`config.mk`:
```
export PLATFORM = sky130hd
export DESIGN_NAME = uart_cache_bridge
export DESIGN_NICKNAME = d
export VERILOG_FILES = /design/src/rtl/bridge_pkg.sv /design/src/rtl/uart_cache_bridge.sv
export SDC_FILE = /design/constraint.sdc
export NUM_CORES = 1
export LEC_CHECK = 0
export BUFFER_PORTS_ARGS = -buffer_cell sky130_fd_sc_hd__buf_2
export CAP_MARGIN = 10
export CORE_UTILIZATION = 45
export DETAILED_ROUTE_END_ITERATION = 10
export GPL_TIMING_DRIVEN = 0
export PLACE_DENSITY = 0.67
export SETUP_SLACK_MARGIN = 0.1
export SLEW_MARGIN = 40
export SYNTH_ARGS = -nofsm -noshare
export SYNTH_HDL_FRONTEND = slang
export SYNTH_SLANG_ARGS = --single-unit
```
`constraint.sdc`:
```
create_clock -name clk -period 2.3 [get_ports clk]
set_input_delay 0 -clock clk [delete_from_list [all_inputs] [get_ports clk]]
set_output_delay 0 -clock clk [all_outputs]
set_load 0.02 [all_outputs]
```
`src/rtl/bridge_pkg.sv`:
```
// bridge_pkg
//   Shared constants and FSM state encoding for the UART-to-cache command
//   bridge: command/response byte codes and the bridge state enum.
package bridge_pkg;

  localparam logic [7:0] CMD_READ  = 8'h52;  // 'R'
  localparam logic [7:0] CMD_WRITE = 8'h57;  // 'W'
  localparam logic [7:0] RSP_ACK   = 8'h06;
  localparam logic [7:0] RSP_NAK   = 8'h15;

  typedef enum logic [2:0] {
    IDLE       = 3'd0,
    RX_ADDR    = 3'd1,
    RX_DATA    = 3'd2,
    SETTLE     = 3'd3,
    WAIT_VALID = 3'd4,
    WRITE      = 3'd5,
    TX         = 3'd6
  } state_t;

endpackage

```
`src/rtl/uart_cache_bridge.sv`:
```
// uart_cache_bridge
//   Parses a binary byte stream from the UART receiver into 32-bit cache
//   read/write transactions and returns response bytes to the UART
//   transmitter.
//     'W' A0..A3 D0..D3 -> ACK 0x06
//     'R' A0..A3        -> D0..D3
//     unknown command / cache timeout -> NAK 0x15
//   Multi-byte fields are little-endian (first byte = bits 7:0).
//
// Ports
//   clk, rst                 clock, synchronous active-high reset
//   rx_data, rx_valid        received byte and its one-cycle strobe
//   tx_data, tx_valid        byte to transmit, held until tx_ready
//   tx_ready                 transmitter accepts on tx_valid && tx_ready
//   address, data_in         cache address / write data
//   write_enable             one-cycle write strobe per write command
//   data_out, data_out_valid cache read data and its valid flag
//   busy                     high whenever the FSM is not IDLE
//   overrun                  sticky: a byte arrived while not receiving
module uart_cache_bridge
  import bridge_pkg::*;
#(
  parameter int SETTLE_CYCLES  = 2,
  parameter int TIMEOUT_CYCLES = 65535
) (
  input  logic        clk,
  input  logic        rst,
  input  logic [7:0]  rx_data,
  input  logic        rx_valid,
  output logic [7:0]  tx_data,
  output logic        tx_valid,
  input  logic        tx_ready,
  output logic [31:0] address,
  output logic [31:0] data_in,
  output logic        write_enable,
  input  logic [31:0] data_out,
  input  logic        data_out_valid,
  output logic        busy,
  output logic        overrun
);

  localparam int SW = $clog2(SETTLE_CYCLES + 1);
  localparam int TW = $clog2(TIMEOUT_CYCLES + 1);

  localparam logic [SW-1:0] SETTLE_LAST  = SW'(SETTLE_CYCLES - 1);
  localparam logic [TW-1:0] TIMEOUT_LAST = TW'(TIMEOUT_CYCLES - 1);

  state_t         state;
  logic           is_write;
  logic [1:0]     byte_cnt;
  logic [31:0]    addr_shadow;
  logic [SW-1:0]  settle_cnt;
  logic [TW-1:0]  wait_cnt;
  logic [31:0]    tx_shift;   // response bytes, current byte in [7:0]
  logic [1:0]     tx_cnt;
  logic [1:0]     tx_last;    // index of final response byte (0 or 3)

  // Outputs decode directly from registered state, so they only change
  // at clock edges and stay stable across a stalled handshake.
  assign tx_valid     = (state == TX);
  assign tx_data      = tx_shift[7:0];
  assign write_enable = (state == WRITE);
  assign busy         = (state != IDLE);

  always_ff @(posedge clk) begin
    if (rst) begin
      state       <= IDLE;
      is_write    <= 1'b0;
      byte_cnt    <= 2'd0;
      addr_shadow <= 32'd0;
      address     <= 32'd0;
      data_in     <= 32'd0;
      settle_cnt  <= '0;
      wait_cnt    <= '0;
      tx_shift    <= 32'd0;
      tx_cnt      <= 2'd0;
      tx_last     <= 2'd0;
      overrun     <= 1'b0;
    end else begin
      case (state)
        IDLE: begin
          if (rx_valid) begin
            if (rx_data == CMD_READ || rx_data == CMD_WRITE) begin
              is_write <= (rx_data == CMD_WRITE);
              byte_cnt <= 2'd0;
              state    <= RX_ADDR;
            end else begin
              tx_shift <= {24'd0, RSP_NAK};
              tx_cnt   <= 2'd0;
              tx_last  <= 2'd0;
              state    <= TX;
            end
          end
        end

        RX_ADDR: begin
          if (rx_valid) begin
            addr_shadow <= {rx_data, addr_shadow[31:8]};
            byte_cnt    <= byte_cnt + 2'd1;
            if (byte_cnt == 2'd3) begin
              if (is_write) begin
                state <= RX_DATA;
              end else begin
                // Present the address to the cache as SETTLE begins.
                address    <= {rx_data, addr_shadow[31:8]};
                settle_cnt <= '0;
                state      <= SETTLE;
              end
            end
          end
        end

        RX_DATA: begin
          if (rx_valid) begin
            data_in  <= {rx_data, data_in[31:8]};
            byte_cnt <= byte_cnt + 2'd1;
            if (byte_cnt == 2'd3) begin
              address    <= addr_shadow;
              settle_cnt <= '0;
              state      <= SETTLE;
            end
          end
        end

        // data_out_valid may still describe the previous address here.
        SETTLE: begin
          if (settle_cnt == SETTLE_LAST) begin
            wait_cnt <= '0;
            state    <= WAIT_VALID;
          end else begin
            settle_cnt <= settle_cnt + 1'b1;
          end
        end

        WAIT_VALID: begin
          if (data_out_valid) begin
            if (is_write) begin
              state <= WRITE;
            end else begin
              tx_shift <= data_out;
              tx_cnt   <= 2'd0;
              tx_last  <= 2'd3;
              state    <= TX;
            end
          end else if (wait_cnt == TIMEOUT_LAST) begin
            tx_shift <= {24'd0, RSP_NAK};
            tx_cnt   <= 2'd0;
            tx_last  <= 2'd0;
            state    <= TX;
          end else begin
            wait_cnt <= wait_cnt + 1'b1;
          end
        end

        WRITE: begin
          tx_shift <= {24'd0, RSP_ACK};
          tx_cnt   <= 2'd0;
          tx_last  <= 2'd0;
          state    <= TX;
        end

        TX: begin
          if (tx_ready) begin
            if (tx_cnt == tx_last) begin
              state <= IDLE;
            end else begin
              tx_shift <= tx_shift >> 8;
              tx_cnt   <= tx_cnt + 2'd1;
            end
          end
        end

        default: state <= IDLE;
      endcase

      // Bytes arriving outside the receive states are dropped and flagged.
      if (rx_valid && state != IDLE && state != RX_ADDR && state != RX_DATA)
        overrun <= 1'b1;
    end
  end

endmodule

```
==> flow_metrics.tcl <==
set metrics [dict create \
    status "complete, no violations" \
    die_area_um2 15300 \
    tritoncts "done" \
    maxSlewHeadroom_pct 59.0 \
    io_buffers 120 \
    setup_viol 0 \
    initial_core_util_pct 46.1 \
    ir_drop_mv 0.659 \
    cts_root_buffer "clkbuf_16" \
    criticalPathCategory "reg -> reg" \
    num-nets-final 1073 \
    fin_crit_ns 2.13 \
    dp_cells 1142 \
    ys_types 52 \
    timing.max_cap.violations 0 \
    stdcell_count 1221 \
    synth_top_family_by_area "compound AO/OA/AOI/OAI gates" \
    first_global_vias 6146 \
    placed_cell_area_um2 7510 \
    ios 121 \
    grt_pass1_wl_um 30400 \
    synthMuxAreaShare_pct 0.600 \
    clk_latency_ns 0.44 \
    grt_overflow 0 \
    highest_layer "met4" \
    worstSetupEndpointType "flip-flop" \
    synth-simple-area-share_pct 22.1 \
    synth_area_um2 6680 \
    yosys_warnings 0 \
    wl_per_cell_um 16.0 \
    finClkSkew_ns 0.0114 \
    synth_edf_count 0 \
    chipHeight_um 124 \
    vias 6730 \
    worstMarginPinSlew_ns 0.616 \
    dp_hpwl_um 13100 \
    clkTransAtPathRegs_ns 0.06 \
    synth-adder-area-share_pct 0.749 \
    routedLengthMet1_um 8500 \
    core_area_um2 14500 \
    grt_start_max_net_pins 17 \
    max_freq_mhz 470 \
    hp-class "in -> reg" \
    finalWorstSetupSlack_ns 0.172 \
    route.met3.wl_um 1020 \
    wirelength_um 19500 \
    finalHoldViolations 0 \
    cts_buffers 17 \
    dr_wl_met2_um 9470 \
    synthFlopType "dfxtp_1" \
    clock_path_buffers 2 \
    finish.instance_area_um2 8710 \
    drive_gt1_share_pct 20.8 \
    postRouteAntennaNets 0 \
    netlist_instances 838 \
    n_antenna_cell 0 \
    ys_ff_latch 156 \
    maxSlewViolCount 0 \
    place.gp.congestion 0.855 \
    firstDrtPassIters 6 \
    htree_levels 4 \
    rows 44 \
    cp_max_fo 10 \
    drc 0 \
    cts_sinks 156 \
    pre_cts_ws_ns -0.239 \
    postSynthAreaPerCell_um2 7.97 \
    synth_nets 887 \
    antenna_found_initial 0 \
    final_util_pct 60.1 \
    whs_ns 0.0323 \
    synth_compound_area_share_pct 22.2 \
    min_period_over_period_pct 92.5 \
    required_ns 2.61 \
    syn_to_final_growth_pct 30.4 \
    cellPowerDensity_nw_per_um2 1010 \
    die_w_um 124 \
    worst-endpoint-arrival_ns 2.44 \
    rsz0062_at_grt "yes" \
    cellLeakagePower_uw 0.00324 \
    seq_area_frac_synth_pct 46.8 \
    via_per_inst 5.51 \
    drt-initial-drc-count 464 \
    track_usage_pct 25.7 \
    async_flop_share_pct 0 \
    crit_path_start_kind "flip-flop" \
    synth-xor-area-share_pct 1.97 \
]
kinds of logic (layout without fill, tap and decap cells):
group           count (synthesis)  after routing
simple gates                  345            345
xor+xnor                       15             15
buf+inv                        86            285
compound gates                228            228
flops                         156            156
mux                             4              4
fa+ha+maj                       4              4
cells in the final DEF, fill, tap and decap left out, drive strengths merged, types with 3 or more instances in the layout:
cell	n
nor2b	7
nor2	62
nand3	8
nand2b	6
a311oi	37
clkinv	4
a21oi	107
dlygate4sd3	40
ha	4
nor3	10
clkbuf	81
dfxtp	156
buf	140
inv	15
o22ai	5
clkinvlp	3
a22oi	21
nand2	214
o21ai	18
and3	4
and2	4
nand4	15
xnor2	13
a211oi	24
nor4	6
mux2i	4
registers in the layout, indices dropped and copies added, names as in the netlist:
name,count
addr_shadow,32
address,32
byte_cnt,2
data_in,32
is_write,1
overrun,1
settle_cnt,2
state,3
tx_cnt,2
tx_last,1
tx_shift,32
wait_cnt,16
Yosys cell counts (all sizes together), types with 2 or more instances:
master / instances / area [um^2]
nand2: 214 / 803
dfxtp: 156 / 3120
a21oi: 107 / 536
nor2: 62 / 233
clkbuf: 59 / 221
a311oi: 37 / 324
a211oi: 24 / 185
a22oi: 21 / 158
o21ai: 18 / 93.8
buf: 16 / 111
nand4: 15 / 93.8
xnor2: 13 / 114
inv: 11 / 41.3
nor3: 10 / 50.1
nand3: 8 / 40.0
nor2b: 7 / 43.8
nand2b: 6 / 37.5
nor4: 6 / 43.8
o22ai: 5 / 31.3
and2: 4 / 25.0
and3: 4 / 25.0
ha: 4 / 50.1
mux2i: 4 / 40.0
a2111oi: 2 / 25.0
a221oi: 2 / 17.5
and4: 2 / 17.5
o21bai: 2 / 26.3
o31ai: 2 / 15.0
or3: 2 / 12.5
or4b: 2 / 23.8
xor2: 2 / 17.5
power by group:
group	internal [uW]	leakage [uW]	switching, uW
clock network	1680	0.000289	1230
registers	2980	0.00126	166
logic	993	0.00169	1780
through the flow:
stage                     total power, uW  setup TNS [ns]
after floorplan                      5020               0
after global placement               5720          -13.91
after detailed placement             5720          -13.66
after CTS                            8720               0
after global routing                 9250               0
final                                8830               0
final timing paths:
path                             startpoint           end  slack, ns  cells after the start
worst min-delay path            data_out[0]   tx_shift[0]       0.03                      5
worst max register to register     state[1]  wait_cnt[14]       0.17                      7
worst min register to register   data_in[0]    data_in[0]       0.45                      2
worst max-delay path               state[1]  wait_cnt[14]       0.17                      7
worst max-delay path: stages (launching register included):
cell and delay (ns):
dfxtp_1 0.31, buf_6 0.13, or4b_4 0.52, buf_8 0.15
o21bai_4 0.21, a2111oi_2 0.46, xnor2_1 0.17, nor2_1 0.05
timing repair:
item | 4_1_cts | 5_1_grt
resized for setup | 23 | 38
hold buffers | 40 | 0
pin swaps | 0 | 5
buffers inserted | 0 | 7
setup endpoints to repair | 92 | 124
endpoints found under the hold margin | 59 | 0
layer usage:
layer	vias up	track usage (%)
li1	3307	-
met1	3163	32.6
met2	215	41.5
met3	45	6.78
met4	0	10.2
met5	-	0
layout make-up:
class                      instances  area (um^2)
inverter                          11         41.3
tap                              184          230
sequential                       156         3120
clock buffer                      19          453
fill                            1336         5770
timing repair buffer             167         1050
multi-input combinational        596         3270
buffer                            75          379
clock inverter                    13          155
Power figures use the tool's default switching activity.
